### config.mk
export PLATFORM = sky130hd
export DESIGN_NAME = axil_cmd_master
export DESIGN_NICKNAME = d
export VERILOG_FILES = /design/src/rtl/axil_cmd_master.sv
export SDC_FILE = /design/constraint.sdc
export NUM_CORES = 1
export LEC_CHECK = 0
export CAP_MARGIN = 10
export CORE_UTILIZATION = 40
export DETAILED_ROUTE_END_ITERATION = 10
export GPL_ROUTABILITY_DRIVEN = 0
export PLACE_DENSITY = 0.91
export SYNTH_ARGS = -nofsm -noshare
export SYNTH_HDL_FRONTEND = slang
export SYNTH_SLANG_ARGS = --single-unit
### constraint.sdc
create_clock -name clk -period 4.4 [get_ports clk]
set_clock_uncertainty 0.15 [all_clocks]
set_input_delay 0.44 -clock clk [delete_from_list [all_inputs] [get_ports clk]]
set_output_delay 0.44 -clock clk [all_outputs]
set_load 0.01 [all_outputs]
### src/rtl/axil_cmd_master.sv
// Single-outstanding AXI4-Lite initiator.
// Converts one command from a valid/ready command port into an AXI4-Lite
// write (AW+W then B) or read (AR then R) transaction, then presents the
// slave's response on a valid/ready response port.
//
// Handshake rule on every valid/ready pair in this block: a transfer happens
// on a rising clk edge where valid && ready are both high; a source never
// withdraws valid or changes its payload until that edge.
module axil_cmd_master #(
  parameter int ADDR_WIDTH = 3,
  parameter int DATA_WIDTH = 32
) (
  input  logic                    clk,
  input  logic                    nrst,
  // command port
  input  logic                    cmd_valid,
  output logic                    cmd_ready,
  input  logic                    cmd_write,
  input  logic [ADDR_WIDTH-1:0]   cmd_addr,
  input  logic [DATA_WIDTH-1:0]   cmd_wdata,
  input  logic [DATA_WIDTH/8-1:0] cmd_wstrb,
  // response port
  output logic                    rsp_valid,
  input  logic                    rsp_ready,
  output logic                    rsp_write,
  output logic [DATA_WIDTH-1:0]   rsp_rdata,
  output logic [1:0]              rsp_resp,
  // AXI write address channel
  output logic [ADDR_WIDTH-1:0]   awaddr,
  output logic [2:0]              awprot,
  output logic                    awvalid,
  input  logic                    awready,
  // AXI write data channel
  output logic [DATA_WIDTH-1:0]   wdata,
  output logic [DATA_WIDTH/8-1:0] wstrb,
  output logic                    wvalid,
  input  logic                    wready,
  // AXI write response channel
  input  logic [1:0]              bresp,
  input  logic                    bvalid,
  output logic                    bready,
  // AXI read address channel
  output logic [ADDR_WIDTH-1:0]   araddr,
  output logic [2:0]              arprot,
  output logic                    arvalid,
  input  logic                    arready,
  // AXI read data channel
  input  logic [DATA_WIDTH-1:0]   rdata,
  input  logic [1:0]              rresp,
  input  logic                    rvalid,
  output logic                    rready,
  // FSM state, for observation only
  output logic [2:0]              dbg_state
);

  typedef enum logic [2:0] {
    IDLE    = 3'd0,
    WR_REQ  = 3'd1,
    WR_RESP = 3'd2,
    RD_REQ  = 3'd3,
    RD_DATA = 3'd4,
    RSP     = 3'd5
  } state_t;

  state_t state, state_nxt;

  // run_q keeps cmd_ready low while in reset and rises on the first edge after release
  logic run_q;
  logic aw_done, w_done;
  logic cmd_hs, aw_hs, w_hs, ar_hs, b_hs, r_hs;

  assign cmd_hs = cmd_valid && cmd_ready;
  assign aw_hs  = awvalid && awready;
  assign w_hs   = wvalid && wready;
  assign ar_hs  = arvalid && arready;
  assign b_hs   = bvalid && bready;
  assign r_hs   = rvalid && rready;

  assign cmd_ready = run_q && (state == IDLE);
  assign bready    = (state == WR_RESP);
  assign rready    = (state == RD_DATA);
  assign rsp_valid = (state == RSP);
  assign awprot    = 3'b000;
  assign arprot    = 3'b000;
  assign dbg_state = state;

  // State register
  always_ff @(posedge clk or negedge nrst) begin
    if (!nrst) state <= IDLE;
    else       state <= state_nxt;
  end

  // Next-state decode; an illegal encoding falls back to IDLE
  always_comb begin
    state_nxt = state;
    case (state)
      IDLE:    if (cmd_hs) state_nxt = cmd_write ? WR_REQ : RD_REQ;
      WR_REQ:  if ((aw_done || aw_hs) && (w_done || w_hs)) state_nxt = WR_RESP;
      WR_RESP: if (b_hs) state_nxt = RSP;
      RD_REQ:  if (ar_hs) state_nxt = RD_DATA;
      RD_DATA: if (r_hs) state_nxt = RSP;
      RSP:     if (rsp_ready) state_nxt = IDLE;
      default: state_nxt = IDLE;
    endcase
  end

  // Command latching, AXI request valids with per-channel done flags, response capture
  always_ff @(posedge clk or negedge nrst) begin
    if (!nrst) begin
      run_q     <= 1'b0;
      awaddr    <= '0;
      wdata     <= '0;
      wstrb     <= '0;
      araddr    <= '0;
      awvalid   <= 1'b0;
      wvalid    <= 1'b0;
      arvalid   <= 1'b0;
      aw_done   <= 1'b0;
      w_done    <= 1'b0;
      rsp_write <= 1'b0;
      rsp_rdata <= '0;
      rsp_resp  <= 2'b00;
    end else begin
      run_q <= 1'b1;
      if (cmd_hs) begin
        aw_done <= 1'b0;
        w_done  <= 1'b0;
        if (cmd_write) begin
          awaddr  <= cmd_addr;
          wdata   <= cmd_wdata;
          wstrb   <= cmd_wstrb;
          awvalid <= 1'b1;
          wvalid  <= 1'b1;
        end else begin
          araddr  <= cmd_addr;
          arvalid <= 1'b1;
        end
      end
      if (aw_hs) begin
        awvalid <= 1'b0;
        aw_done <= 1'b1;
      end
      if (w_hs) begin
        wvalid <= 1'b0;
        w_done <= 1'b1;
      end
      if (ar_hs) arvalid <= 1'b0;
      if (b_hs) begin
        rsp_write <= 1'b1;
        rsp_resp  <= bresp;
        rsp_rdata <= '0;
      end
      if (r_hs) begin
        rsp_write <= 1'b0;
        rsp_resp  <= rresp;
        rsp_rdata <= rdata;
      end
    end
  end

endmodule

* Word level (Yosys, flattened, before mapping)
Index checks and enable logic that the tools add are counted.
** Cells by class
- Reductions and logical operators :: 23
- Bitwise operators :: 1
- Multiplexer cells :: 24
- Equality and inequality tests :: 12
** Operators by type and width (count)
- 2-to-1 mux 32 bit :: 2
- 2-to-1 mux 3 bit :: 6
- one-hot mux 3 bit (6 select lines) :: 1
- 2-to-1 mux 1 bit :: 12
- nonzero test 2 bit :: 6
- AND reduction 2 bit :: 5
- logical AND 1 bit :: 8
- inequality test 2 x 1 -> 1 bit (second input constant) :: 4
- == test 3 x 2 -> 1 bit (second input constant) :: 2
- == test 3 bit (second input constant) :: 2
- 2-to-1 mux 2 bit :: 3
- inequality test 2 bit (second input constant) :: 3
- AND reduction 6 bit :: 1
- == test 3 x 1 -> 1 bit (second input constant) :: 1
- zero test 3 bit :: 1
- logical OR 1 bit :: 2
- NOT 1 bit :: 1
** Word-level totals
- Output and inout bits :: 93
- Logic and storage cells :: 74
- Flip-flop bits (word level) :: 86

* Depth between registers and ports, before layout
Gate-level depths: netlist of the first run.
- Depth after elaboration :: 5
- Gate-level depth with buffers :: 6

* Worst setup path before layout of the first run
No wires, ideal clock.
- Kind :: reg-to-reg
- Start :: register state[2] (netlist: dbg_state[2])
- End :: register araddr[0]
- Path buffers :: 1
- Stages on the path, launching flop included :: 6
- Arrival :: 1.444 ns
- Slack :: 2.681 ns
- Library setup time :: 0.125 ns
- Period minus slack after synthesis :: 1.719 ns
- Cells stage by stage :: dfrtp_1 buf_6 nor3_4 nand3_1 nor2_2 mux2_2
** Between the ends
- Word-level cells in the longest chain between the ends :: 4
** Ends and longest elaborated chain
- from (decl) :: RTL line 65 : state_t state, state_nxt;
- from (signal assigned) :: RTL line 90 : else state <= state_nxt;
- zero test 3 bit :: RTL line 79 : assign cmd_ready = run_q && (state == IDLE);
- logical AND 1 bit :: RTL line 79
- logical AND 1 bit :: RTL line 72 : assign cmd_hs = cmd_valid && cmd_ready;
- AND reduction 2 bit (no source line)
- to (signal assigned) :: RTL line 135 : araddr <= cmd_addr;
- to (decl) :: RTL line 43 : output logic [ADDR_WIDTH-1:0] araddr,
Every way passes these cells.
A chain may end at the register's enable or synchronous reset.

* Worst setup path after layout of the first run
- Start :: register state[0] (netlist: dbg_state[0])
- End :: register wstrb[1]
** Between the ends
- Word-level cells in the longest chain between the ends :: 4
** Ends and longest elaborated chain
- zero test 3 bit :: RTL line 79
- logical AND 1 bit :: RTL line 79
- logical AND 1 bit :: RTL line 72
- AND reduction 2 bit (no source line)
- to (signal assigned) :: RTL line 131 : wstrb <= cmd_wstrb;
- to (decl) :: RTL line 35 : output logic [DATA_WIDTH/8-1:0] wstrb,
Every way passes these cells.

==> reports/qor.yml, run 1 <==
drtAntennaViolNets: 0
numPortBuffers: 171
p_leak_nw: 2.48
design.die.area_um2: 9280
startpoint_type: "flop"
ios: 178
cts_tree: "done"
fmax_mhz: 391
rsz0062_at_grt: "false"
cts_sinks: 86
drive_gt1_frac: 0.159
antenna_cells: 0
place_ws_ns: 1.68
drt_iter0_drc: 80
antenna_found_initial: 0
syn-mean-instance-area_um2: 15.5
hold_slack_ns: 0.0986
max_cap_violations: 0
path_max_fanout: 41
synth_area_leaders: "dfrtp_1 (60%), mux2_4 (16%), a22o_1 (8.4%), buf_6 (1.9%), buf_4 (1.3%)"
initial_core_util: 0.410
tightest_slew_ns: 1.17
root_buffer: "clkbuf_8"
routed-via-count: 2456
crit_type: "reg2reg"
synth_top_area_frac: 0.605
cts_hold_buf: 0
clock_latency_ns: 0.34
ys_ff_latch: 86
cts_made_buffers: 9
synth_cells: 229
seq_area_frac_synth: 0.605
instances_no_fill: 510
cts.clk_slew.worst_paths_ns: 0.09
setup_viol: 0
synth.distinct_cells: 33
slew_headroom: 0.223
h-tree-depth: 3
ctsResizeCount: 0
setup.worst_path.end_class: "flop"
finalHoldViolCount: 0
grt_start_max_net_pins: 87
yosysWarnings: 0
min_period_over_period: 0.581
power.density_nw_per_um2: 640
num_rows: 34
final_nets: 482
synth_async_sr_flop_share: 1.00
setup_slack_ns: 1.84
clockBufferDepth: 2
worstPathArrival_ns: 2.62
drc_errors: 0
vdd_drop_max_v: 0.000315
grt_pass1_vias: 2445
grt_usage: 0.179
syn_to_final_growth_pct: 54.1
grt_pass1_wl_um: 12300
slew_viol_final: 0
status: "finished clean"
required_ns: 4.47
setup_tns_ns: 0
die_x_um: 96.3
detail_route.wl_per_cell_um: 16.0
drt_wl_total_um: 8180
hp-class: "in2async"
drtPass1Iterations: 4
period_minus_slack_ns: 2.56
hpwl_um: 5970
dp_cells: 494
synth_top_area_cell: "dfrtp_1"
via_per_inst: 4.82
grt_overflow: 0
core_area_um2: 8680
synth_ff_type: "dfrtp_1"
synth_area_um2: 3560
die_h_um: 96.3
synth_enable_flop_cells: 0
cts_setup_buffers: 0
metrics by stage:
stage,util,power (mW),instance area [µm²]
floorplan,-,2.10,3580
global placement,0.608,2.92,5280
detailed placement,0.608,2.97,5280
CTS,0.632,3.56,5490
global route,0.632,3.73,5490
finish,0.632,3.51,5490
path summary, 6_finish.rpt:
path,from,to,slack [ns],cells after the start
max,dbg_state[0],wstrb[1],1.84,3
min,nrst,rsp_rdata[3],0.1,1
max reg2reg,dbg_state[0],wstrb[1],1.84,3
min reg2reg,rsp_rdata[19],rsp_rdata[19],0.35,1
max in group asynchronous,nrst,wdata[20],3.30,1
min in group clk,rsp_rdata[19],rsp_rdata[19],0.35,1
layout make-up:
class / count / area [µm²]
sequential: 86 / 2150
fill: 670 / 3190
inverter: 1 / 3.75
clock buffer: 12 / 155
timing repair buffer: 171 / 1710
multi-input combinational: 128 / 1270
tap: 108 / 135
clock inverter: 4 / 55.1
cells in the mapped netlist (2+ instances only):
master / n
buf_4: 6
a21oi_1: 3
o21ai_0: 4
buf_2: 6
mux2_4: 38
mux2i_1: 4
nand2b_1: 5
conb_1: 2
buf_6: 6
dfrtp_1: 86
a22o_1: 34
nand3_1: 2
and2_1: 2
mux2_2: 4
nand2_1: 4
nor2_1: 5
nor2b_1: 2
worst max-delay path, stage by stage (launching register included):
cell and delay, ns:
dfrtp_1 0.58, nor3_4 0.31, nand4_4 0.80, mux2_4 0.59
report_power, final:
| group | switching (mW) | internal, mW | total, mW | leakage [nW] |
|---|---|---|---|---|
| Sequential | 0.234 | 1.13 | 1.37 | 1.08 |
| Clock | 0.269 | 0.296 | 0.565 | 0.103 |
| Combinational | 0.540 | 1.04 | 1.58 | 1.30 |
| Total | 1.04 | 2.47 | 3.51 | 2.48 |
sequential cells by signal (all words and copies together) (netlist names):
name / count
rsp_rdata: 32
wdata: 32
wstrb: 4
araddr: 3
awaddr: 3
dbg_state: 3
rsp_resp: 2
arvalid: 1
aw_done: 1
awvalid: 1
rsp_write: 1
run_q: 1
w_done: 1
wvalid: 1
cells by family (layout without fill, tap and decap cells):
group / count (synthesis) / count (layout) / synth area share
DFF: 86 / 86 / 0.605
AOI/OAI and AO/OA: 47 / 47 / 0.112
muxes: 46 / 46 / 0.184
and+or+nand+nor: 28 / 28 / 0.0541
buffers and inverters: 20 / 188 / 0.0425
other: 2 / 7 / 0.00211
per-layer routing:
layer	up-vias	global-route usage	wire length, µm
li1	1157	-	-
met1	1180	0.228	3510
met2	112	0.294	4010
met3	7	0.0450	587
met4	0	0.0662	70
met5	-	0	0
cell usage in the layout (no fill, tap or decap), drive strengths merged, types with 3 or more instances in the layout:
master         instances
a21oi                  3
nor2                   7
nand2b                 5
a22o                  34
dfrtp                 86
conb                   7
o21ai                  4
clkdlybuf4s50        170
clkbuf                12
mux2i                  4
mux2                  42
nand2                  4
No activity file was read; power rests on OpenSTA's default activity.
==> run 2, diff against run 1 <==
--- a/config.mk
+++ b/config.mk
@@ -6,10 +6,10 @@
 export NUM_CORES = 1
 export LEC_CHECK = 0
 export CAP_MARGIN = 10
-export CORE_UTILIZATION = 40
+export CORE_UTILIZATION = 36
 export DETAILED_ROUTE_END_ITERATION = 10
 export GPL_ROUTABILITY_DRIVEN = 0
-export PLACE_DENSITY = 0.91
+export PLACE_DENSITY = 0.87
 export SYNTH_ARGS = -nofsm -noshare
 export SYNTH_HDL_FRONTEND = slang
 export SYNTH_SLANG_ARGS = --single-unit
==> constraint.sdc (replaced) <==
create_clock -name clk -period 2.1 [get_ports clk]
set_clock_uncertainty 0.15 [all_clocks]
set_input_delay 0.21 -clock clk [delete_from_list [all_inputs] [get_ports clk]]
set_output_delay 0.21 -clock clk [all_outputs]
set_load 0.01 [all_outputs]
==> reports/qor.yml, run 2 (synthesis results as in run 1) <==
worstPathArrival_ns: 1.64  # -0.98 ns
place_area_um2: 5380  # +2.1%
status: "finished clean"
total_power_mw: 7.55  # +120%
p_leak_nw: 2.57  # +3.6%
pwr-share-seq: 0.379  # -0.010
setup.worst_path.end_class: "output port"
layout_common_cells: "clkdlybuf4s50_1 (167), dfrtp_1 (83), mux2_4 (38)"
grt_start_max_net_pins: 49  # -44%
drtPass1Iterations: 4  # unchanged
root_buffer: "clkbuf_8"
cts.clk_slew.worst_paths_ns: 0.08  # about the same
setup_viol: 0  # unchanged
antenna_cells: 0  # unchanged
final_nets: 492  # +2.1%
setup_slack_ns: 0.0958  # -1.75 ns
instances_no_fill: 541  # +6.1%
use_met3: 0.0545  # +0.00950
drc_errors: 0  # unchanged
p_clk_frac: 0.166  # +0.005
r2r_slack_ns: 0.14  # -1.70 ns
grt_pass1_wl_um: 13500  # +10%
hp-class: "in2async"
drive_gt1_frac: 0.182  # +0.0228
r2r-start: "dbg_state[2]"
num_rows: 35  # +2.9%
grt_usage: 0.171  # -0.00810
initial_core_util: 0.378  # -0.0321
rsz0062_at_grt: "false"
cts_sinks: 86  # unchanged
drt_iter0_drc: 88  # +10%
hold_slack_ns: 0.224  # +0.125 ns
drt_wl_total_um: 8620  # +5.4%
ios: 178  # unchanged
finalHoldViolCount: 0  # unchanged
grtUsageMet1: 0.207  # -0.0208
core_area_um2: 9420  # +8.5%
final_common_cell: "clkdlybuf4s50_1"
min_period_over_period: 0.954
detail_route.wl_per_cell_um: 15.9  # -0.68%
path_max_fanout: 11  # -73%
grt_pass1_vias: 2725  # +11%
slew_viol_final: 0  # unchanged
fin_area_um2: 5660  # +3.1%
intPower_mw: 5.33  # +120%
setup_tns_ns: 0  # unchanged
cts_made_buffers: 9  # unchanged
numPortBuffers: 171  # unchanged
syn_to_final_growth_pct: 58.9
startpoint_type: "flop"
place_ws_ns: 0.166  # -1.51 ns
dp_cells: 521  # +5.5%
die_x_um: 101  # +5.3%
die_h_um: 101  # +5.3%
routed-via-count: 2585  # +5.3%
crit_type: "reg2out"
max_cap_violations: 0  # unchanged
period_minus_slack_ns: 2.00
power.density_nw_per_um2: 1340  # +110%
h-tree-depth: 3  # unchanged
hpwl_um: 6370  # +6.8%
design.die.area_um2: 10300  # +11%
startpoint: "dbg_state[0]"
grt-busiest-layer: "met2"
reg_top3: "rsp_rdata x32, wdata x32, wstrb x4"
switchingPower_mw: 2.22  # +110%
swShare: 0.295  # -0.00255
met2_usage: 0.285  # -0.00914
reg2reg_depth: 5  # +2
via_per_inst: 4.78  # -0.78%
clock_latency_ns: 0.33  # about the same
cts_tree: "done"
final_core_util: 0.601  # -0.0313
p_comb_frac: 0.455  # +0.005
grt_overflow: 0  # unchanged
clockBufferDepth: 2  # unchanged
required_ns: 1.74  # -2.73 ns
fmax_mhz: 499
drtAntennaViolNets: 0  # unchanged
vdd_drop_max_v: 0.000659  # +110%
r2r-end: "araddr[2]"
antenna_found_initial: 0  # unchanged
[run 2: worst max-delay path by stage]
stage | to | slack (ns)
final | bready | 0.1
after CTS | bready | 0.03
after detailed placement | araddr[2] | 0.17
after global routing | bready | 0.02
after global placement | araddr[1] | 0.22
after floorplan | araddr[0] | 0.38
[run 2: routing by layer]
metal | part of all wire | vias up
li1 | - | 1174
met1 | 0.42 | 1281
met2 | 0.48 | 118
met3 | 0.082 | 12
met4 | 0.016 | 0
met5 | 0 | -
[run 2: area by class of cell]
cell class	count	area, µm²
sequential	86	2160
clock buffer	13	149
timing repair buffer	181	1840
clock inverter	3	67.6
multi-input combinational	128	1280
tap	129	161
inverter	1	3.75
fill	765	3760
[run 2: critical path, stage by stage (launching register included)]
cell	delay [ns]
dfrtp_2	0.49
nor3b_2	0.24
clkdlybuf4s50_1	0.57
[run 2: power groups by stage]
stage	clock network (mW)	logic [mW]	registers (mW)
4_1_cts	1.30	3.44	2.87
2_1_floorplan	0	1.28	3.12
5_1_grt	1.38	3.67	2.96
3_5_place_dp	0	3.41	2.87
3_3_place_gp	0	3.34	2.84
6_report	1.25	3.44	2.86
[run 2: timing repair]
item,4_1_cts,5_1_grt
gates resized for setup,7,1
setup buffers,1,2
hold buffers,1,0
pin swaps,0,0
hold endpoints to repair,38,0
setup endpoints to repair,4,1
